[config.mk]
export PLATFORM = sky130hd
export DESIGN_NAME = arbiter_grant_lock
export DESIGN_NICKNAME = d
export VERILOG_FILES = /design/src/rtl/arbiter_grant_lock_pkg.sv /design/src/rtl/arbiter_grant_lock_pick.sv /design/src/rtl/arbiter_grant_lock.sv
export SDC_FILE = /design/constraint.sdc
export NUM_CORES = 1
export LEC_CHECK = 0
export ABC_AREA = 1
export ABC_CLOCK_PERIOD_IN_PS = 3150
export CAP_MARGIN = 20
export CORE_MARGIN = 4
export CORE_UTILIZATION = 52
export DETAILED_ROUTE_END_ITERATION = 8
export MAX_ROUTING_LAYER = met4
export PLACE_DENSITY_LB_ADDON = 0.1
export SLEW_MARGIN = 10
export SYNTH_ARGS = -nofsm -noshare
export SYNTH_HDL_FRONTEND = slang
export SYNTH_SLANG_ARGS = --single-unit
[constraint.sdc]
create_clock -name clk -period 3.15 [get_ports clk]
set_input_delay 0.63 -clock clk [delete_from_list [all_inputs] [get_ports clk]]
set_output_delay 0.63 -clock clk [all_outputs]
set_load 0.02 [all_outputs]
[src/rtl/arbiter_grant_lock_pkg.sv]
// Shared types and helpers for the grant-lock arbiter.
// Holds the FSM state encoding and the requester count.
package arbiter_grant_lock_pkg;

    localparam int NUM_REQ = 4;

    typedef enum logic {
        IDLE = 1'b0,
        BUSY = 1'b1
    } state_t;

    function automatic logic [1:0] onehot_to_idx(
        input logic [NUM_REQ-1:0] oh
    );
        logic [1:0] idx;
        idx = 2'd0;
        for (int i = 0; i < NUM_REQ; i++) begin
            if (oh[i]) begin
                idx = 2'(i);
            end
        end
        return idx;
    endfunction

endpackage

[src/rtl/arbiter_grant_lock_pick.sv]
// Combinational fixed-priority picker.
// Bit 0 wins; output is one-hot or all zeros.
import arbiter_grant_lock_pkg::*;

module fixed_priority_pick (
    input  logic [NUM_REQ-1:0] i_req,
    output logic [NUM_REQ-1:0] o_pick
);

    // Isolate the lowest set bit.
    assign o_pick = i_req & (~i_req + NUM_REQ'(1));

endmodule

[src/rtl/arbiter_grant_lock.sv]
// Four-way fixed-priority arbiter with grant lock, burst limit
// and a one-shot mask on the requester whose burst expired.
import arbiter_grant_lock_pkg::*;

module arbiter_grant_lock #(
    parameter int MAX_BURST = 8
) (
    input  logic                clk,
    input  logic                rst,
    input  logic [NUM_REQ-1:0]  req,
    input  logic                done,
    output logic [NUM_REQ-1:0]  grant,
    output logic [1:0]          grant_id,
    output logic                grant_valid,
    output logic                timeout
);

    localparam int CW = $clog2(MAX_BURST + 1);
    localparam logic [CW-1:0] CNT_MAX = CW'(MAX_BURST);

    state_t              r_state;
    logic [NUM_REQ-1:0]  r_grant;
    logic [1:0]          r_grant_id;
    logic                r_grant_valid;
    logic                r_timeout;
    logic [CW-1:0]       r_cnt;
    logic [NUM_REQ-1:0]  r_mask;

    logic [NUM_REQ-1:0]  w_masked_req;
    logic [NUM_REQ-1:0]  w_pick;
    logic                w_owner_req;
    logic                w_at_limit;
    logic                w_release;
    logic                w_expired;

    assign w_masked_req = req & ~r_mask;

    fixed_priority_pick u_pick (
        .i_req  (w_masked_req),
        .o_pick (w_pick)
    );

    assign w_owner_req = |(req & r_grant);
    assign w_at_limit  = (r_cnt == CNT_MAX);
    assign w_release   = done | ~w_owner_req | w_at_limit;
    // Only a pure burst expiry counts as a timeout.
    assign w_expired   = w_at_limit & ~done & w_owner_req;

    always_ff @(posedge clk) begin
        if (rst) begin
            r_state       <= IDLE;
            r_grant       <= '0;
            r_grant_id    <= '0;
            r_grant_valid <= 1'b0;
            r_timeout     <= 1'b0;
            r_cnt         <= '0;
            r_mask        <= '0;
        end else begin
            case (r_state)
                IDLE: begin
                    r_timeout <= 1'b0;
                    r_mask    <= '0;
                    if (|w_pick) begin
                        r_state       <= BUSY;
                        r_grant       <= w_pick;
                        r_grant_id    <= onehot_to_idx(w_pick);
                        r_grant_valid <= 1'b1;
                        r_cnt         <= CW'(1);
                    end else begin
                        r_grant       <= '0;
                        r_grant_id    <= '0;
                        r_grant_valid <= 1'b0;
                        r_cnt         <= '0;
                    end
                end
                BUSY: begin
                    if (w_release) begin
                        r_state       <= IDLE;
                        r_grant       <= '0;
                        r_grant_id    <= '0;
                        r_grant_valid <= 1'b0;
                        r_cnt         <= '0;
                        r_timeout     <= w_expired;
                        r_mask        <= w_expired ? r_grant : '0;
                    end else begin
                        r_cnt         <= r_cnt + CW'(1);
                    end
                end
                default: begin
                    r_state <= IDLE;
                end
            endcase
        end
    end

    assign grant       = r_grant;
    assign grant_id    = r_grant_id;
    assign grant_valid = r_grant_valid;
    assign timeout     = r_timeout;

endmodule

==> impl_metrics.env <==
export IMPL_status="complete, no violations"
export IMPL_cts_tree="done"
export IMPL_synth_cell_types=16
export IMPL_final_cells=133
export IMPL_rsz0062_at_grt="no"
export IMPL_critPathBufInv=1
export IMPL_leakage_nw=0.457
export IMPL_holdBufCountCts=0
export IMPL_grt_max_degree=19
export IMPL_gp_congestion=0.752
export IMPL_post_synth_top_area_fraction_pct=43.3
export IMPL_cts_root_buf="clkbuf_4"
export IMPL_grt_pass1_wl_mm=2.48
export IMPL_critPathArrivalTime_ns=1.30
export IMPL_cts_setup_buffers=0
export IMPL_synth_async_reset_ratio_pct=0
export IMPL_crit_path_start_kind="register"
export IMPL_synth_edff_count=0
export IMPL_antenna_found_initial=0
export IMPL_ys_top_cells_by_count="nand2_1 (26), inv_1 (18), dfxtp_1 (17), nand4_1 (17), nor2_1 (7)"
export IMPL_critical_path_class="register to primary output"
export IMPL_required_ns=2.52
export IMPL_numCtsBuffers=3
export IMPL_timing_fmax_ghz=0.518
export IMPL_synth_largest_area_cell="dfxtp_1"
export IMPL_antennaDiodeCount=0
export IMPL_hpwl_mm=1.08
export IMPL_slowest_delay_ns=0.63
export IMPL_end_kind="primary output"
export IMPL_fin_skew_ns=0.000463
export IMPL_die_w_um=46.9
export IMPL_clk_latency_ns=0.29
export IMPL_grt_pass1_vias=609
export IMPL_powerDensity_nw_per_um2=409
export IMPL_slowest_stage="clkdlybuf4s50_1"
export IMPL_drt_pre_antenna_iters=4
export IMPL_cp_cell_sequence="clkdlybuf4s50_1"
export IMPL_synthesis_nets=112
export IMPL_fillerInstances=122
export IMPL_drc_errors=0
export IMPL_yosysSeqAreaShare_pct=43.3
export IMPL_drive_above_1_share_pct=5.08
export IMPL_post_route_min_period_ns=1.93
export IMPL_path_max_fanout=4
export IMPL_die_h_um=46.9
export IMPL_syn_area_per_cell_um2=7.63
export IMPL_ys_warn_count=0
export IMPL_die_area_um2=2200
export IMPL_track_usage_pct=16.7
export IMPL_final_max_slew_violation_count=0
export IMPL_grt_ovfl_total=0
export IMPL_dp_cells=129
export IMPL_final_core_util_pct=69.1
export IMPL_initial_core_util_pct=57.5
export IMPL_htree_levels=1
export IMPL_drt_total_wl_mm=1.51
export IMPL_io_buffers=14
export IMPL_period_share_pct=61.3
export IMPL_nets=128
export IMPL_cp_top_family="buffers and inverters"
export IMPL_netlist_area_um2=786
export IMPL_hold_viol=0
export IMPL_setup_viol=0
export IMPL_drt_iter0_drc=11
export IMPL_max_slew_margin_rel_pct=58.5
export IMPL_cts_resized=0
export IMPL_vias=694
export IMPL_ys_ff_latch=17
export IMPL_areaGrowthSynthToFinish_pct=20.2
export IMPL_ir_drop_v=0.000304
export IMPL_core_area_um2=1370
export IMPL_min_path_type="register to register"
export IMPL_ctsLongestPathBuffers=2
export IMPL_fin_setup_tns_ns=0
export IMPL_max_slew_worst_pin_slew_ns=0.620
export IMPL_synthCells=103
export IMPL_pin_count=15
export IMPL_maxCapViolations=0
export IMPL_netlist_top_cells_area="dfxtp_1 (43%), nand4_1 (14%), nand2_1 (12%)"
export IMPL_cts_clk_slew_worst_paths_ns=0.09
export IMPL_synth_main_ff_cell="dfxtp_1"
export IMPL_routedWlPerCell_um=11.4
export IMPL_clkSinkCount=17
export IMPL_postRouteAntennaNets=0
export IMPL_yosysMostFrequentCell="nand2_1"
export IMPL_row_count=13
export IMPL_vias_per_cell=5.22
-- per-stage QoR --
step	total power, W	instance area (um2)	hold slack (ns)	setup slack [ns]
floorplan	0.000258	786	0.447	1.85
global placement	0.000278	918	0.460	1.09
detailed placement	0.000278	918	0.464	1.01
CTS	0.000391	945	0.477	1.20
global route	0.000408	945	0.496	1.16
finish	0.000387	945	0.473	1.22
-- kinds of logic (layout without fill, tap and decap cells) --
| logic type | count (synthesis) | after routing | share of synthesized area, % |
|---|---|---|---|
| simple gates | 59 | 59 | 37.4 |
| buf+inv | 21 | 36 | 11.9 |
| flops | 17 | 17 | 43.3 |
| fa+ha+maj | 2 | 2 | 3.18 |
| compound gates | 2 | 2 | 1.91 |
| xor+xnor | 2 | 2 | 2.23 |
-- tightest hold or removal path, delay by kind of cell, from the launching register on --
| kind | cells | cell delay, ns |
|---|---|---|
| flip-flops | 1 | 0.32 |
| AND/OR/NAND/NOR | 2 | 0.12 |
-- layout by cell type (no fill, tap or decap) --
| master | Yosys | layout |
|---|---|---|
| nor2_1 | 7 | 7 |
| clkbuf_4 | 0 | 3 |
| clkbuf_1 | 0 | 1 |
| o211a_1 | 1 | 1 |
| nand4_1 | 17 | 17 |
| inv_1 | 18 | 18 |
| nor2_4 | 1 | 1 |
| xnor2_1 | 1 | 1 |
| clkdlybuf4s50_1 | 0 | 14 |
| ha_1 | 2 | 2 |
| xor2_1 | 1 | 1 |
| nand2_1 | 26 | 26 |
| nand2_2 | 1 | 1 |
| dfxtp_1 | 17 | 17 |
| nand3_1 | 6 | 6 |
| o21ai_0 | 1 | 1 |
| nor3_4 | 1 | 1 |
-- worst paths after layout --
| check | start | to | slack, ns | cells past startpoint |
|---|---|---|---|---|
| max | grant[2]$_SDFFE_PP0P_ | grant[2] | 1.22 | 1 |
| min | grant_id[0]$_SDFFE_PP0P_ | grant_id[0]$_SDFFE_PP0P_ | 0.47 | 2 |
| max reg2reg | r_cnt[0]$_SDFF_PP0_ | r_cnt[2]$_SDFF_PP0_ | 1.62 | 7 |
| min reg2reg | grant_id[0]$_SDFFE_PP0P_ | grant_id[0]$_SDFFE_PP0P_ | 0.47 | 2 |
-- power by group --
part	internal [W]	switching, W
clock network	0.0000493	0.0000635
registers	0.000221	0.00000429
logic	0.0000203	0.0000280
total	0.000291	0.0000957
-- flip-flops by register name, indices dropped and copies added (netlist names) --
register and cells:
grant_valid 1, r_cnt 4, timeout 1, grant 4, r_mask 4, grant_id 2, r_state 1
-- area by class of cell --
class	instances	area, um2	share of cell area (%)
Sequential cell	17	340	36.0
Clock buffer	4	26.3	2.78
Inverter	18	67.6	7.15
Tap cell	15	18.8	1.99
Timing Repair Buffer	14	140	14.8
Multi-Input combinational cell	65	352	37.2
-- metal layers --
layer | up-vias | share of wire, % | track usage [%]
li1 | 368 | - | -
met1 | 310 | 49 | 20.1
met2 | 12 | 46 | 24.7
met3 | 4 | 3.0 | 3.45
met4 | 0 | 2.0 | 11.6
met5 | - | 0 | -
No activity file was read; power rests on OpenSTA's default activity.
